<file path="src/rtl/serial_adder_pkg.sv">
// serial_adder_pkg: shared FSM state encoding and default operand width
// for the bit-serial adder.
package serial_adder_pkg;

    localparam int unsigned DEFAULT_WIDTH = 8;

    // Legacy-compatible state encoding kept as explicit constants
    typedef logic [1:0] state_t;
    localparam state_t IDLE = 2'd0;
    localparam state_t RUN  = 2'd1;
    localparam state_t DONE = 2'd2;

endpackage

</file>
<file path="src/rtl/yAdder1.sv">
// yAdder1: 1-bit full adder used as the per-bit datapath of serial_adder.
module yAdder1 (
    output logic z,
    output logic cout,
    input  logic a,
    input  logic b,
    input  logic cin
);

    assign z    = a ^ b ^ cin;
    assign cout = (a & b) | (cin & (a ^ b));

endmodule

</file>
<file path="src/rtl/serial_adder.sv">
// serial_adder: bit-serial add/subtract, LSB first, one bit per cycle,
// valid/ready handshake on operands and on the result.
// Optional subtract support is enabled by defining SERIAL_ADDER_SUB_EN;
// without it the sub port is ignored and the block is add-only.
module serial_adder
    import serial_adder_pkg::*;
#(
    parameter int unsigned WIDTH = DEFAULT_WIDTH
) (
    input  logic             clk,
    input  logic             rst_n,
    input  logic             in_valid,
    output logic             in_ready,
    input  logic [WIDTH-1:0] a,
    input  logic [WIDTH-1:0] b,
    input  logic             sub,
    output logic             out_valid,
    input  logic             out_ready,
    output logic [WIDTH-1:0] sum,
    output logic             cout,
    output logic             overflow
);

    localparam int unsigned CW = $clog2(WIDTH + 1);

    state_t           state_q, state_d;
    logic [WIDTH-1:0] a_q, a_d;
    logic [WIDTH-1:0] b_q, b_d;
    logic [WIDTH-1:0] res_q, res_d;
    logic             carry_q, carry_d;
    logic             sub_q, sub_d;
    logic             cout_q, cout_d;
    logic             ovf_q, ovf_d;
    logic [CW-1:0]    cnt_q, cnt_d;
    logic             eff_sub;
    logic             fa_z, fa_c;

`ifdef SERIAL_ADDER_SUB_EN
    assign eff_sub = sub;
`else
    logic unused_sub;
    assign unused_sub = sub;
    assign eff_sub    = 1'b0;
`endif

    // B is inverted on the fly so the shift register always holds the raw operand
    yAdder1 u_fa (
        .z   (fa_z),
        .cout(fa_c),
        .a   (a_q[0]),
        .b   (b_q[0] ^ sub_q),
        .cin (carry_q)
    );

    // Next-state and datapath: load on accept, one bit per RUN cycle, hold in DONE
    always_comb begin
        state_d = state_q;
        a_d     = a_q;
        b_d     = b_q;
        res_d   = res_q;
        carry_d = carry_q;
        sub_d   = sub_q;
        cout_d  = cout_q;
        ovf_d   = ovf_q;
        cnt_d   = cnt_q;
        case (state_q)
            IDLE: begin
                if (in_valid) begin
                    a_d     = a;
                    b_d     = b;
                    sub_d   = eff_sub;
                    carry_d = eff_sub;
                    cnt_d   = CW'(WIDTH);
                    state_d = RUN;
                end
            end
            RUN: begin
                a_d              = a_q >> 1;
                b_d              = b_q >> 1;
                res_d            = res_q >> 1;
                res_d[WIDTH-1]   = fa_z;
                carry_d          = fa_c;
                if (cnt_q != '0) begin
                    cnt_d = cnt_q - CW'(1);
                end
                // Last bit: carry_q is the carry into the MSB
                if (cnt_q == CW'(1)) begin
                    cout_d  = fa_c;
                    ovf_d   = carry_q ^ fa_c;
                    state_d = DONE;
                end
            end
            DONE: begin
                if (out_ready) begin
                    state_d = IDLE;
                end
            end
            default: state_d = IDLE;
        endcase
    end

    // State registers with asynchronous active-low clear
    always_ff @(posedge clk or negedge rst_n) begin
        if (!rst_n) begin
            state_q <= IDLE;
            a_q     <= '0;
            b_q     <= '0;
            res_q   <= '0;
            carry_q <= 1'b0;
            sub_q   <= 1'b0;
            cout_q  <= 1'b0;
            ovf_q   <= 1'b0;
            cnt_q   <= '0;
        end else begin
            state_q <= state_d;
            a_q     <= a_d;
            b_q     <= b_d;
            res_q   <= res_d;
            carry_q <= carry_d;
            sub_q   <= sub_d;
            cout_q  <= cout_d;
            ovf_q   <= ovf_d;
            cnt_q   <= cnt_d;
        end
    end

    assign in_ready  = (state_q == IDLE);
    assign out_valid = (state_q == DONE);
    assign sum       = res_q;
    assign cout      = cout_q;
    assign overflow  = ovf_q;

endmodule

</file>
<file path="config.mk">
export PLATFORM = sky130hd
export DESIGN_NAME = serial_adder
export DESIGN_NICKNAME = d
export VERILOG_FILES = /design/src/rtl/serial_adder_pkg.sv /design/src/rtl/yAdder1.sv /design/src/rtl/serial_adder.sv
export SDC_FILE = /design/constraint.sdc
export NUM_CORES = 1
export LEC_CHECK = 0
export CAP_MARGIN = 20
export CELL_PAD_IN_SITES_DETAIL_PLACEMENT = 2
export CELL_PAD_IN_SITES_GLOBAL_PLACEMENT = 2
export CORE_ASPECT_RATIO = 1.75
export CORE_MARGIN = 8
export CORE_UTILIZATION = 30
export DETAILED_ROUTE_END_ITERATION = 16
export PLACE_DENSITY_LB_ADDON = 0.1
export SYNTH_ARGS = -nofsm -noshare
export SYNTH_HDL_FRONTEND = slang
export SYNTH_SLANG_ARGS = --single-unit
</file>
<file path="constraint.sdc">
create_clock -name clk -period 2.2 [get_ports clk]
set_clock_uncertainty 0.2 [all_clocks]
set_input_delay 0.22 -clock clk [delete_from_list [all_inputs] [get_ports clk]]
set_output_delay 0.22 -clock clk [all_outputs]
set_load 0.05 [all_outputs]
</file>
-- Yosys cells after proc, flatten, opt, wreduce, memory -nomap -nowiden
Cells that the tools add are included.
- output and inout bits: 12
- register bits: 33
- word-level logic and storage cells: 42
- input port bits: 21
- eq/ne operators: 7
- reduce and logical (&&, ||, !) cells: 7
- bitwise gates (word level): 6
- add/subtract/negate cells: 1
- mux-type cells: 13
- operator list (kind ; number):
    8-bit one-hot mux with 2 select lines ; 2
    8-bit two-way mux ; 2
    4-bit two-way mux ; 2
    4-bit one-hot mux with 2 select lines ; 1
    2-bit two-way mux ; 3
    2-bit != test, second input constant ; 3
    2-bit one-hot mux with 3 select lines ; 1
    3-bit AND reduction ; 2
    4-bit by 1-bit == test with 1-bit output, second input constant ; 1
    2-bit AND reduction ; 2
    4-bit nonzero test ; 1
    4-bit by 1-bit subtractor with 4-bit output, second input constant ; 1
    1-bit bitwise XOR ; 3
    1-bit AND ; 2
    2-bit by 1-bit == test with 1-bit output, second input constant ; 1
    2-bit == test, second input constant ; 1
    2-bit logical NOT ; 1
    2-bit by 1-bit != test with 1-bit output, second input constant ; 1
    1-bit one-hot mux with 2 select lines ; 1
    2-bit nonzero test ; 1
    1-bit two-way mux ; 1
    1-bit bitwise OR ; 1

-- Logic depth before layout (Yosys ltp)
- word-level depth: 4
- mapped depth: 5

-- By module
A second synthesis with hierarchy kept.
- cells, all modules: 133
- area total of the unflattened synthesis: 1525.2 µm²
- modules (own cells, without submodules) (module ; instances ; seq. area each (µm²) ; area each (µm²) ; cells each):
    serial_adder ; 1 ; 825.8 ; 1505.2 ; 132
    yAdder1 ; 1 ; 0.0 ; 20.0 ; 1

-- Worst setup path after synthesis
No wires, ideal clock.
- path type: flip-flop to output port
- start: register state_q[1]
- end: output in_ready
- path buffers: 2
- setup slack: 0.396 ns
- stages on the path, launching flop included: 4
- data arrival time: 1.384 ns
- cell sequence: dfrtp_1 > buf_2 > clkbuf_1 > nor2_1
- longest elaborated chain between the ends: 1
- ends and longest elaborated chain (what ; line ; text):
    start, declared ; serial_adder.sv:26 ; state_t state_q, state_d;
    start signal, assigned ; serial_adder.sv:115 ; state_q <= state_d;
    2-bit logical NOT ; serial_adder.sv:127 ; assign in_ready = (state_q == IDLE);
    end, declared ; serial_adder.sv:13 ; output logic in_ready,
No other way between the ends.

-- Final worst setup path
- start: register res_q[6], in the netlist sum[6]
- end: output sum[6]
- RTL lines (what ; line ; text):
    start, declared ; serial_adder.sv:29 ; logic [WIDTH-1:0] res_q, res_d;
    start signal, assigned ; serial_adder.sv:118 ; res_q <= res_d;
    end, declared ; serial_adder.sv:19 ; output logic [WIDTH-1:0] sum,
No word-level cell between the ends.

==> results.json <==
{
  "synth_flop_cell": "dfrtp_1",
  "fin_nets": 216,
  "clock_sinks": 33,
  "max_stage_delay_ps": 820,
  "power_density_mw_per_mm2": 1430,
  "io_pins": 33,
  "tightest_slew_ps": 507,
  "ys_ff_latch": 33,
  "hold_viol_final": 0,
  "drc_errors": 0,
  "seq_area_frac_synth_pct": 54.5,
  "cap_violations": 0,
  "synth_top_area_cell": "dfrtp_1",
  "ir_drop_mv": 0.738,
  "wl_per_cell_um": 16.9,
  "synth_top_area_share_pct": 54.5,
  "r2r_start": "state_q[1]",
  "clkTransAtPathRegs_ps": 70,
  "port_buffers": 31,
  "cts_tree": "done",
  "outcome": "complete, no violations",
  "synth_area_mm2": 0.00152,
  "synthCells": 154,
  "drv_slew": 0,
  "finalWirelength_um": 4170,
  "syn_area_per_cell_um2": 9.84,
  "vias": 1268,
  "crit_fanout": 3,
  "avgViaCountPerCell": 5.13,
  "cp-start-kind": "flop",
  "setup_viol": 0,
  "crit_chain": "clkdlybuf4s50_1",
  "power_leakage_nw": 0.904,
  "power_w": 0.00285,
  "rows": 34,
  "path_class": "reg -> out",
  "cp_num_buf_inv": 1,
  "hold_buffers": 0,
  "postCtsSetupBuffers": 0,
  "grt_antenna_before_repair": 0,
  "n_antenna_cell": 0,
  "crit_family": "buffers and inverters",
  "relSlewSlack_pct": 66.1,
  "firstDrtPassIters": 4,
  "syn_nets": 178,
  "final_cells": 247,
  "synth_edf_count": 0,
  "clock_latency_ps": 280,
  "rr_endpoint": "b_q[5]",
  "fin_ws_ps": 305,
  "gr-total-overflow": 0,
  "yosysWarnings": 0,
  "cts.path.max_buffers": 2,
  "yosys-top-cells-area": "dfrtp_1 (55%), nand2_1 (9.2%), a22oi_1 (6.9%)",
  "finalWorstPathRequiredPeriod_ps": 1890,
  "synthToLayoutAreaGrowth_pct": 31.8,
  "cts_made_buffers": 5,
  "hpwl_um": 3190,
  "async_reset_ff_share_pct": 100,
  "fin_crit_sh_pct": 86.1,
  "ant_nets": 0,
  "synth_cell_type_count": 29,
  "first_iter_violations": 33,
  "preCtsSetupSlack_ps": 275,
  "grt_pass1_vias": 1510,
  "htreeDepth": 2,
  "min-delay-path-class": "in -> async",
  "die_h_um": 110,
  "yosys.cell_count.top_type": "nand2_1",
  "die_area_mm2": 0.00767,
  "drive_above_1_share_pct": 9.84,
  "cts-root-buf": "clkbuf_8",
  "end_kind": "primary output",
  "arrival_ps": 1470,
  "dp_cells": 239,
  "cpMaxStageDelayCell": "clkdlybuf4s50_1",
  "place_congestion": 0.696,
  "synth.top_cells.by_count": "nand2_1 (37), dfrtp_1 (33), o21ai_0 (19), a22oi_1 (14), inv_1 (9)",
  "grt_max_degree": 34,
  "totalNegativeSetupSlack_ps": 0,
  "reg2reg_slack_ps": 470,
  "grt_usage_pct": 11.4,
  "die_w_um": 69.7,
  "rsz0062_at_grt": "false",
  "core_area_mm2": 0.00493,
  "worstPathRequired_ps": 1780,
  "cts.repair.resized": 0,
  "reg2regPathDepth": 4,
  "fmax_mhz": 528,
  "start_util_pct": 30.7,
  "grt_pass1_wl_um": 7140
}
## kinds of logic (layout without fill, tap and decap cells)
kind of cell / count (synthesis) / after routing / synth area share [%]
adder cells (fa/ha/maj): 3 / 3 / 2.97
multiplexers: 4 / 4 / 2.73
buffers and inverters: 17 / 56 / 5.29
flip-flops: 33 / 33 / 54.5
AO/OA/AOI/OAI: 46 / 46 / 19.2
XOR/XNOR: 1 / 1 / 0.578
AND/OR/NAND/NOR: 50 / 50 / 14.8
## flip-flops by register name, summed over array words and instances, names as in the netlist
signal / flops
carry_q: 1
cnt_q: 4
sum: 8
b_q: 8
overflow: 1
cout: 1
state_q: 2
a_q: 8
## stage by stage
step                      instance area (um^2)  util, %  hold slack [ps]
after global placement                    1910     38.8              261
final                                     2000     40.5              153
after CTS                                 2000     40.5              164
after global routing                      2000     40.5              163
after detailed placement                  1910     38.8              280
after floorplan                           1520        -             -276
## final cells by class
| class | instances | area (um^2) |
|---|---|---|
| Multi-Input combinational cell | 104 | 609 |
| Clock inverter | 2 | 10.0 |
| Tap cell | 54 | 67.6 |
| Clock buffer | 6 | 72.6 |
| Inverter | 9 | 33.8 |
| Timing Repair Buffer | 39 | 378 |
| Sequential cell | 33 | 826 |
| Fill cell | 562 | 2940 |
## routing by layer
layer	global-route usage (%)	wire length (um)
met1	11.6	1600
met2	21.6	2360
met5	0	0
met4	4.04	42
met3	3.41	169
## power by group
part	total [W]	leakage, nW	internal, W	switching [W]
combinational	0.00136	0.433	0.000531	0.000829
sequential	0.00106	0.427	0.000854	0.000201
clock	0.000437	0.0450	0.000219	0.000218
## worst max path at each step
| stage | from | to | slack (ps) | depth (start not counted) |
|---|---|---|---|---|
| final | sum[6] | sum[6] | 310 | 1 |
| after global routing | sum[6] | sum[6] | 240 | 1 |
| after CTS | sum[6] | sum[6] | 280 | 1 |
| after detailed placement | in_valid | b_q[5] | 270 | 4 |
| after global placement | in_valid | b_q[7] | 370 | 4 |
| after floorplan | state_q[1] | in_ready | 400 | 3 |
## cell usage in the layout (no fill, tap or decap), types with 2 or more instances in the layout
| cell type | instances |
|---|---|
| clkdlybuf4s50_1 | 29 |
| inv_1 | 9 |
| a21oi_1 | 5 |
| mux2i_1 | 3 |
| a22oi_1 | 14 |
| ha_1 | 2 |
| nor2b_1 | 5 |
| o21ai_0 | 19 |
| buf_4 | 9 |
| nand2_1 | 37 |
| nor2_1 | 2 |
| a2bb2oi_1 | 3 |
| dfrtp_1 | 33 |
| clkbuf_8 | 5 |
| clkinv_2 | 2 |
Note: power is estimated with default switching activity, not from simulation.
